===== src/rtl/mem_arb_pkg.sv =====
// Shared types and constants for the two-port SPI read arbiter.
package mem_arb_pkg;

  localparam int unsigned ADDR_W     = 24;
  localparam int unsigned DATA_W     = 32;
  localparam int unsigned NB_W       = 3;
  localparam int unsigned MEM_NB_W   = 4;
  localparam int unsigned NBYTES_MIN = 1;
  localparam int unsigned NBYTES_MAX = 4;

  localparam logic PORT_I = 1'b0;
  localparam logic PORT_D = 1'b1;

  typedef enum logic [1:0] {
    IDLE,
    ISSUE,
    RELEASE
  } state_e;

  typedef struct packed {
    logic [ADDR_W-1:0] addr;
    logic [NB_W-1:0]   nbytes;
  } rd_req_t;

  function automatic logic nbytes_legal(input logic [NB_W-1:0] nb);
    return (nb >= NB_W'(NBYTES_MIN)) && (nb <= NB_W'(NBYTES_MAX));
  endfunction

endpackage


===== src/rtl/mem_byte_order.sv =====
// Reorders the engine's MSB-first byte stream into a little-endian word;
// lanes at or above nbytes are zero.
module mem_byte_order
  import mem_arb_pkg::*;
(
  input  logic [DATA_W-1:0] mem_rdata_i,
  input  logic [NB_W-1:0]   nbytes_i,
  output logic [DATA_W-1:0] rdata_c_o
);

  localparam int unsigned LANES = DATA_W / 8;

  // Byte k of the result came in as the (n-1-k)-th lowest byte of mem_rdata.
  always_comb begin
    rdata_c_o = '0;
    if (nbytes_i <= NB_W'(NBYTES_MAX)) begin
      for (int unsigned k = 0; k < LANES; k++) begin
        for (int unsigned j = 0; j < LANES; j++) begin
          if (32'(nbytes_i) == k + j + 1) begin
            rdata_c_o[8*k +: 8] = mem_rdata_i[8*j +: 8];
          end
        end
      end
    end
  end

endmodule


===== src/rtl/mem_arbiter.sv =====
// Round-robin arbiter sharing one SPI read engine between fetch (i) and
// load (d) ports, with a per-transaction watchdog.
module mem_arbiter
  import mem_arb_pkg::*;
#(
  parameter int unsigned TIMEOUT_CYCLES = 4096,
  parameter int unsigned TMO_W          = 16
) (
  input  logic                clk,
  input  logic                rst_n,
  input  logic                i_req,
  input  logic [ADDR_W-1:0]   i_addr,
  input  logic [NB_W-1:0]     i_nbytes,
  output logic                i_ack,
  output logic                i_err,
  output logic [DATA_W-1:0]   i_rdata,
  input  logic                d_req,
  input  logic [ADDR_W-1:0]   d_addr,
  input  logic [NB_W-1:0]     d_nbytes,
  output logic                d_ack,
  output logic                d_err,
  output logic [DATA_W-1:0]   d_rdata,
  output logic                mem_start,
  output logic [ADDR_W-1:0]   mem_addr,
  output logic [MEM_NB_W-1:0] mem_nbytes,
  input  logic                mem_done,
  input  logic [DATA_W-1:0]   mem_rdata,
  output logic                busy
);

  state_e              state_q, state_d;
  logic                last_q, last_d;
  logic                grant_q, grant_d;
  logic [TMO_W-1:0]    wdog_q, wdog_d;
  logic                mem_start_q, mem_start_d;
  logic [ADDR_W-1:0]   mem_addr_q, mem_addr_d;
  logic [MEM_NB_W-1:0] mem_nbytes_q, mem_nbytes_d;
  logic                i_ack_q, i_ack_d, d_ack_q, d_ack_d;
  logic                i_err_q, i_err_d, d_err_q, d_err_d;
  logic [DATA_W-1:0]   i_rdata_q, i_rdata_d, d_rdata_q, d_rdata_d;

  rd_req_t             i_bus, d_bus, sel;
  logic                fin, fin_err;
  logic [DATA_W-1:0]   fin_data;
  logic [DATA_W-1:0]   swapped;

  assign i_bus = '{addr: i_addr, nbytes: i_nbytes};
  assign d_bus = '{addr: d_addr, nbytes: d_nbytes};

  mem_byte_order u_byte_order (
    .mem_rdata_i (mem_rdata),
    .nbytes_i    (mem_nbytes_q[NB_W-1:0]),
    .rdata_c_o   (swapped)
  );

  always_comb begin
    state_d      = state_q;
    last_d       = last_q;
    grant_d      = grant_q;
    wdog_d       = wdog_q;
    mem_start_d  = mem_start_q;
    mem_addr_d   = mem_addr_q;
    mem_nbytes_d = mem_nbytes_q;
    i_ack_d      = 1'b0;
    d_ack_d      = 1'b0;
    i_err_d      = i_err_q;
    d_err_d      = d_err_q;
    i_rdata_d    = i_rdata_q;
    d_rdata_d    = d_rdata_q;
    sel          = i_bus;
    fin          = 1'b0;
    fin_err      = 1'b0;
    fin_data     = '0;

    unique case (state_q)
      IDLE: begin
        if (i_req || d_req) begin
          if (i_req && d_req) grant_d = ~last_q;
          else                grant_d = d_req ? PORT_D : PORT_I;
          sel          = (grant_d == PORT_D) ? d_bus : i_bus;
          last_d       = grant_d;
          wdog_d       = '0;
          mem_addr_d   = sel.addr;
          mem_nbytes_d = MEM_NB_W'(sel.nbytes);
          if (nbytes_legal(sel.nbytes)) begin
            state_d     = ISSUE;
            mem_start_d = 1'b1;
          end else begin
            // Illegal length: answer with an error without touching the engine.
            state_d = RELEASE;
            fin     = 1'b1;
            fin_err = 1'b1;
          end
        end
      end
      ISSUE: begin
        if (mem_done) begin
          fin         = 1'b1;
          fin_data    = swapped;
          mem_start_d = 1'b0;
          state_d     = RELEASE;
        end else if (wdog_q == TMO_W'(TIMEOUT_CYCLES - 1)) begin
          fin         = 1'b1;
          fin_err     = 1'b1;
          mem_start_d = 1'b0;
          state_d     = RELEASE;
        end else begin
          wdog_d = wdog_q + TMO_W'(1);
        end
      end
      RELEASE: begin
        // Requests ignored here so mem_start stays low long enough to re-arm the engine.
        mem_start_d = 1'b0;
        state_d     = IDLE;
      end
      default: state_d = IDLE;
    endcase

    if (fin) begin
      if (grant_d == PORT_I) begin
        i_ack_d   = 1'b1;
        i_err_d   = fin_err;
        i_rdata_d = fin_data;
      end else begin
        d_ack_d   = 1'b1;
        d_err_d   = fin_err;
        d_rdata_d = fin_data;
      end
    end
  end

  always_ff @(posedge clk) begin
    if (!rst_n) begin
      state_q      <= IDLE;
      last_q       <= PORT_D;
      grant_q      <= PORT_I;
      wdog_q       <= '0;
      mem_start_q  <= 1'b0;
      mem_addr_q   <= '0;
      mem_nbytes_q <= '0;
      i_ack_q      <= 1'b0;
      d_ack_q      <= 1'b0;
      i_err_q      <= 1'b0;
      d_err_q      <= 1'b0;
      i_rdata_q    <= '0;
      d_rdata_q    <= '0;
    end else begin
      state_q      <= state_d;
      last_q       <= last_d;
      grant_q      <= grant_d;
      wdog_q       <= wdog_d;
      mem_start_q  <= mem_start_d;
      mem_addr_q   <= mem_addr_d;
      mem_nbytes_q <= mem_nbytes_d;
      i_ack_q      <= i_ack_d;
      d_ack_q      <= d_ack_d;
      i_err_q      <= i_err_d;
      d_err_q      <= d_err_d;
      i_rdata_q    <= i_rdata_d;
      d_rdata_q    <= d_rdata_d;
    end
  end

  assign mem_start  = mem_start_q;
  assign mem_addr   = mem_addr_q;
  assign mem_nbytes = mem_nbytes_q;
  assign i_ack      = i_ack_q;
  assign i_err      = i_err_q;
  assign i_rdata    = i_rdata_q;
  assign d_ack      = d_ack_q;
  assign d_err      = d_err_q;
  assign d_rdata    = d_rdata_q;
  assign busy       = (state_q != IDLE);

endmodule


===== config.mk =====
export PLATFORM = sky130hd
export DESIGN_NAME = mem_arbiter
export DESIGN_NICKNAME = d
export VERILOG_FILES = /design/src/rtl/mem_arb_pkg.sv /design/src/rtl/mem_byte_order.sv /design/src/rtl/mem_arbiter.sv
export SDC_FILE = /design/constraint.sdc
export NUM_CORES = 1
export LEC_CHECK = 0
export BUFFER_PORTS_ARGS = -buffer_cell sky130_fd_sc_hd__buf_2
export CAP_MARGIN = 30
export CELL_PAD_IN_SITES_DETAIL_PLACEMENT = 1
export CELL_PAD_IN_SITES_GLOBAL_PLACEMENT = 1
export CORE_ASPECT_RATIO = 1.5
export CORE_MARGIN = 2
export CORE_UTILIZATION = 34
export DETAILED_ROUTE_END_ITERATION = 8
export PLACE_DENSITY = 0.85
export SKIP_CTS_REPAIR_TIMING = 1
export SKIP_LAST_GASP = 1
export SLEW_MARGIN = 10
export SYNTH_ARGS = -nofsm -noshare
export SYNTH_HDL_FRONTEND = slang
export SYNTH_SLANG_ARGS = --single-unit

===== constraint.sdc =====
create_clock -name clk -period 2.1 [get_ports clk]
set_clock_uncertainty 0.1 [all_clocks]
set_input_delay 0.315 -clock clk [delete_from_list [all_inputs] [get_ports clk]]
set_output_delay 0.315 -clock clk [all_outputs]
set_load 0.05 [all_outputs]

==> run summary, run 1 <==
result of the run -> finished with violations
violated checks -> negative setup slack
Lkg Pwr -> 3.66 nW
TritonCTS Buffers -> 17
Vias -> 5585
Max-Cap Viols -> 0
worst path bufs/invs -> 0
min Tclk post-route -> 2.11 ns
largest net degree at the start of global routing -> 57
CP Class -> reg -> reg
Worst VDD drop -> 563 µV
Least-Margin Pin Slew -> 0.548 ns
setup violators final -> 1
mean area per synthesized cell -> 9.16 µm²
post-route setup slack -> -0.0149 ns
grt total ovfl -> 0
RSZ-0062 raised after global routing -> true
share of post-route cells with drive strength above 1 -> 36.8%
max-slew violations -> 0
critical path startpoint -> wdog_q[15]
WP data arrival -> 2.30 ns
register share of total power -> 31.7%
Avg Vias per Cell -> 5.30
dpl ws -> -0.0885 ns
drt first pass iters -> 4
Crit path largest cell delay -> 0.56 ns
period utilisation layout -> 101%
setup TNS -> -0.0149 ns
I/O pin count -> 189
Initial Util -> 34.3%
Sw Ratio -> 33.2%
initial antenna violation count -> 1
Worst Hold Class -> in -> reg
number of clock sinks -> 116
Combinational Power Share -> 27.1%
worst reg2reg path startpoint -> wdog_q[15]
crit end category -> flop
number of global-route vias before repair -> 5759
total wire length -> 20600 µm
CTS tree -> built
Post-Syn Area -> 5700 µm²
post-synthesis net count -> 717
RD Place Congestion -> 0.843
number of flops mapped to enable cells by yosys -> 0
met2 Use GR -> 40.8%
Peak Freq -> 0.473 GHz
Die ar. -> 17800 µm²
die width -> 110 µm
Synth cell types -> 58
CP Cell Sequence -> or4b_4 -> or4_4 -> o2111ai_4 -> xor2_1 -> nor2_1
met3 usage -> 4.24%
Worst setup SP type -> flop
Area Overhead vs Synth -> 38.7%
Hold Vio Cnt, Final -> 0
Final Core Density -> 47.6%
CTS H-tree lvls -> 4
Worst EP required -> 2.29 ns
DRC -> 0
clk_lat worst skew -> 0.40 ns
worst hold start -> i_addr[20]
GR Layer Usage met1 -> 22.5%
cell-internal power -> 0.00505 W
crit-path leading delay family -> simple AND/OR/NAND/NOR gates
DR WL/cell -> 19.6 µm
worst-path fanout max -> 5
# rows -> 58
Core ar. -> 16600 µm²
synthesized instance count -> 622
P_sw -> 0.00251 W
Clock Power Share -> 41.2%
Die H -> 163 µm
Post-synth ARST share -> 0%
Synth warnings -> 0
ys flop type -> dfxtp_1
Worst-path clk slew -> 0.06 ns
DRT antenna net count -> 0
pwr dens -> 956 nW/µm²
Global Route Usage Sum -> 21.8%
Longest Clk Path Bufs -> 2
sequential-to-total area share from yosys stat -> 40.7%
Slowest cell on crit path -> or4b_4
root buf cell -> clkbuf_16
Max-slew headroom -> 63.3%
busiest grt layer -> met2
placed wire-length estimate -> 14700 µm
port bufs -> 187
first-pass GRT wire length -> 30000 µm
synthesized flop and latch total -> 116
Final nets -> 925
Initial DRC Count -> 218
==> tightest hold or removal path, stage by stage <==
cell and delay, ns:
buf_2 0.09, mux2i_1 0.11, a211oi_1 0.08
==> state kept, by name (all words and copies together) (netlist names), 2 cells and up <==
name,flops
d_rdata,32
i_rdata,32
mem_addr,24
mem_nbytes,3
state_q,2
wdog_q,16
==> power by group through the flow <==
| stage | Clock (W) | Combinational (W) | Sequential (W) |
|---|---|---|---|
| floorplan | 0 | 0.00100 | 0.00282 |
| global placement | 0 | 0.00189 | 0.00243 |
| detailed placement | 0 | 0.00194 | 0.00244 |
| CTS | 0.00316 | 0.00195 | 0.00239 |
| global route | 0.00327 | 0.00217 | 0.00241 |
| finish | 0.00312 | 0.00205 | 0.00240 |
==> per-stage QoR <==
step / cells / hold slack (ns) / area (µm²) / total power, W
final: 1054 / 0.143 / 7910 / 0.00756
after global routing: 1054 / 0.148 / 7910 / 0.00785
after CTS: 1047 / 0.134 / 7720 / 0.00751
after detailed placement: 1015 / 0.338 / 7090 / 0.00438
after global placement: 1014 / 0.329 / 7080 / 0.00433
after floorplan: 622 / 0.354 / 5730 / 0.00382
==> synth_stat cells, types with 3 or more instances <==
master / n / area share, %
dfxtp_1: 116 / 41
nand2_1: 116 / 7.6
mux2i_1: 106 / 19
nor2_1: 39 / 2.6
a211oi_1: 33 / 4.3
clkbuf_1: 27 / 1.8
a22oi_1: 15 / 2.0
a21oi_1: 10 / 0.88
buf_2: 10 / 0.88
a22o_1: 9 / 1.4
inv_1: 9 / 0.59
o211ai_1: 9 / 1.2
mux2_2: 8 / 1.6
nor3_1: 8 / 0.70
o2bb2ai_1: 8 / 1.2
o21a_1: 7 / 0.92
o22ai_1: 7 / 0.77
o21ai_0: 6 / 0.53
nand3_1: 5 / 0.44
or2_2: 5 / 0.55
xor2_1: 5 / 0.77
and3_1: 4 / 0.44
buf_4: 4 / 0.53
ha_1: 4 / 0.88
nand4_1: 4 / 0.44
buf_6: 3 / 0.59
nor2b_1: 3 / 0.33
==> cells by family (layout without fill, tap and decap cells) <==
kind of cell,after synthesis,after routing,share of synthesized area (%)
simple gates,198,198,15.2
buf+inv,60,281,5.25
flops,116,116,40.7
mux,114,114,20.2
xor+xnor,5,5,0.768
other cells,1,2,0.0658
fa+ha+maj,4,4,0.878
compound gates,124,124,16.9
==> worst paths after layout <==
check	cells after the start	to	slack, ns
setup / recovery	5	wdog_q[9]	-0.01
hold / removal	3	mem_addr[20]	0.14
setup reg to reg	5	wdog_q[9]	-0.01
hold reg to reg	2	i_err	0.36
==> routing by layer <==
| layer | routed length, µm | up-vias |
|---|---|---|
| met4 | 881 | 0 |
| met3 | 887 | 48 |
| met1 | 7380 | 2714 |
| met5 | 0 | - |
| li1 | - | 2645 |
| met2 | 11500 | 178 |
==> cell type report <==
| cell class | instances | area, µm² |
|---|---|---|
| Antenna cell | 1 | 2.50 |
| Clock buffer | 18 | 429 |
| Clock inverter | 14 | 200 |
| Fill cell | 1973 | 8710 |
| Inverter | 11 | 47.5 |
| Multi-Input combinational cell | 446 | 3190 |
| Sequential cell | 116 | 2330 |
| Tap cell | 210 | 263 |
| Timing Repair Buffer | 238 | 1440 |
==> cell usage in the layout (no fill, tap or decap), types with 3 or more instances in the layout <==
cell type,count
o2bb2ai_1,8
buf_4,39
dfxtp_2,5
o21a_1,7
buf_6,4
clkbuf_16,19
dfxtp_1,111
buf_2,187
buf_12,6
mux2_2,8
nand2_1,115
mux2i_1,106
o21ai_0,6
clkinv_4,3
nand4_1,4
inv_6,3
nand3_1,5
bufinv_16,4
a211oi_1,32
clkinvlp_4,4
and3_1,3
nor3_1,7
a22o_1,9
inv_1,8
ha_1,3
nor2b_1,3
or2_2,5
o211ai_1,9
nor2_1,38
xor2_1,5
a21oi_1,9
o22ai_1,7
a22oi_1,15
Power figures use the tool's default switching activity.
==> run 2: changes to the inputs <==
--- a/config.mk
+++ b/config.mk
@@ -7,11 +7,9 @@
 export LEC_CHECK = 0
 export BUFFER_PORTS_ARGS = -buffer_cell sky130_fd_sc_hd__buf_2
 export CAP_MARGIN = 30
-export CELL_PAD_IN_SITES_DETAIL_PLACEMENT = 1
-export CELL_PAD_IN_SITES_GLOBAL_PLACEMENT = 1
 export CORE_ASPECT_RATIO = 1.5
 export CORE_MARGIN = 2
-export CORE_UTILIZATION = 34
+export CORE_UTILIZATION = 46
 export DETAILED_ROUTE_END_ITERATION = 8
 export PLACE_DENSITY = 0.85
 export SKIP_CTS_REPAIR_TIMING = 1
==> run summary, run 2 (synthesis gave the netlist of run 1 again) <==
share of post-route cells with drive strength above 1 -> 35.8% (-0.93 points)
register share of total power -> 31.6% (about the same)
Pwr Total -> 0.00760 W (+0.57%)
Avg Vias per Cell -> 5.58 (+5.3%)
Crit Reg-Reg Endpoint -> wdog_q[15]
Least-Margin Pin Slew -> 0.656 ns (+0.108 ns)
worst reg2reg path startpoint -> state_q[1]
CTS H-tree lvls -> 4 (unchanged)
Global Route Usage Sum -> 24.7% (+2.9 points)
post-route setup slack -> -0.000212 ns (+0.0147 ns)
number of clock sinks -> 116 (unchanged)
Worst setup SP type -> flop
DRT antenna net count -> 0 (unchanged)
Max-slew headroom -> 56.3% (-7.0 points)
Endpoint, Worst Hold -> last_q
period utilisation layout -> 100% (-0.70 points)
total wire length -> 17700 µm (-14%)
setup violators final -> 1 (unchanged)
result of the run -> finished with violations
Post-Layout Cell Count -> 990 (-6.1%)
TritonCTS Buffers -> 17 (unchanged)
antenna diode count -> 0 (-1)
worst hold start -> rst_n
P_sw -> 0.00252 W (+0.32%)
Core ar. -> 12000 µm² (-28%)
Sw Ratio -> 33.1% (-0.084 points)
dpl cells -> 950 (-6.4%)
Hold Vio Cnt, Final -> 0 (unchanged)
Combinational Power Share -> 26.8% (-0.3 points)
clk_lat worst skew -> 0.41 ns (about the same)
DR WL/cell -> 17.8 µm (-8.9%)
most frequent cells in the layout -> buf_2 (187), nand2_1 (116), dfxtp_1 (114), mux2i_1 (106), nor2_1 (38)
I/O pin count -> 189 (unchanged)
largest net degree at the start of global routing -> 65 (+14%)
grt total ovfl -> 0 (unchanged)
Max-Cap Viols -> 0 (unchanged)
cell-internal power -> 0.00509 W (+0.70%)
WHS -> 0.110 ns (-0.0330 ns)
WP data arrival -> 2.34 ns (+0.04 ns)
max-slew violations -> 0 (unchanged)
# rows -> 49 (-16%)
Longest Clk Path Bufs -> 2 (unchanged)
root buf cell -> clkbuf_16
flop2flop setup slack -> -0.0002 ns (about the same)
port bufs -> 187 (unchanged)
Initial Util -> 47.4% (+13 points)
number of global-route vias before repair -> 5354 (-7.0%)
CP Class -> reg -> reg
initial antenna violation count -> 0 (-1)
Min-Delay Path Depth -> 2 (-1)
Worst Hold Class -> in -> reg
Die ar. -> 13300 µm² (-25%)
Area Overhead vs Synth -> 36.3%
violated checks -> negative setup slack
drt first pass iters -> 5 (+1)
CTS tree -> built
Worst-path clk slew -> 0.06 ns (about the same)
first-pass GRT wire length -> 25800 µm (-14%)
crit end category -> flop
placed wire-length estimate -> 11900 µm (-19%)
pwr dens -> 979 nW/µm² (+2.4%)
Final nets -> 919 (-0.65%)
die width -> 94.9 µm (-14%)
Initial DRC Count -> 346 (+59%)
worst-path fanout max -> 5 (unchanged)
Worst VDD drop -> 547 µV (-2.9%)
Die H -> 140 µm (-14%)
DRC -> 0 (unchanged)
Vias -> 5524 (-1.1%)
Worst EP required -> 2.34 ns (+0.05 ns)
dpl ws -> -0.0412 ns (+0.0472 ns)
Peak Freq -> 0.476 GHz (+0.70%)
commonest non-fill, non-tap cell in the layout -> buf_2
worst r2r path cells -> 7 (+2)
Clock Power Share -> 41.6% (+0.4 points)
RD Place Congestion -> 0.858 (+1.9%)
min Tclk post-route -> 2.10 ns (-0.0147 ns)
Lkg Pwr -> 3.64 nW (-0.36%)
RSZ-0062 raised after global routing -> true
## run 2: cell count changes in the layout (fill, tap and decap cells not counted), moves of 2 or more
cell	before	now
dfxtp_2	5	2
buf_4	39	36
clkinvlp_4	4	2
dfxtp_1	111	114
buf_6	4	0
inv_8	0	2
inv_6	3	5
## run 2: worst max-delay path by stage
stage	start	to	slack (ns)	cells after the start
after CTS	state_q[1]	wdog_q[15]	-0.06	7
final	state_q[1]	wdog_q[15]	-0.0002	7
after global routing	state_q[1]	wdog_q[15]	-0.11	7
after detailed placement	state_q[1]	wdog_q[15]	-0.04	7
after global placement	wdog_q[15]	wdog_q[5]	0.02	6
after floorplan	mem_nbytes[0]	d_rdata[16]	0.002	7
## run 2: layout make-up
| type | instances | area, µm² |
|---|---|---|
| multi-input cells | 446 | 3160 |
| fillers | 998 | 4250 |
| well taps | 153 | 191 |
| clock buffers | 17 | 425 |
| inverters | 11 | 45.0 |
| flip-flops and latches | 116 | 2320 |
| repair buffers | 232 | 1400 |
| clock inverters | 15 | 220 |
## run 2: metal layers
metal | part of all wire [%] | wire, µm | global-route usage [%] | up-vias
met5 | 0 | 0 | 0 | -
met4 | 5.2 | 912 | 14.1 | 0
met3 | 7.9 | 1390 | 5.76 | 64
met2 | 50 | 8910 | 43.4 | 297
met1 | 37 | 6450 | 26.3 | 2528
li1 | - | - | - | 2635
## run 2: power groups by stage
stage               registers, W  clock network, W  logic [W]
floorplan                0.00282                 0    0.00100
global placement         0.00244                 0    0.00183
detailed placement       0.00245                 0    0.00186
CTS                      0.00240           0.00321    0.00187
global route             0.00242           0.00332    0.00216
finish                   0.00240           0.00316    0.00204
## run 2: stage by stage
step | TNS [ns] | util, % | instance area [µm²]
4_1_cts | -0.149 | 63.1 | 7580
6_report | -0.000212 | 64.7 | 7770
5_1_grt | -0.847 | 64.7 | 7770
2_1_floorplan | 0 | - | 5730
3_3_place_gp | 0 | 57.7 | 6940
3_5_place_dp | -0.0823 | 57.7 | 6940
## run 2: worst max-delay path: stages, from the launching register on
cell and delay (ns):
dfxtp_2 0.34, inv_1 0.06, ha_2 0.18, buf_4 0.16, a2111oi_4 0.46, o21ai_2 0.12, or4_1 0.50, a21oi_2 0.13
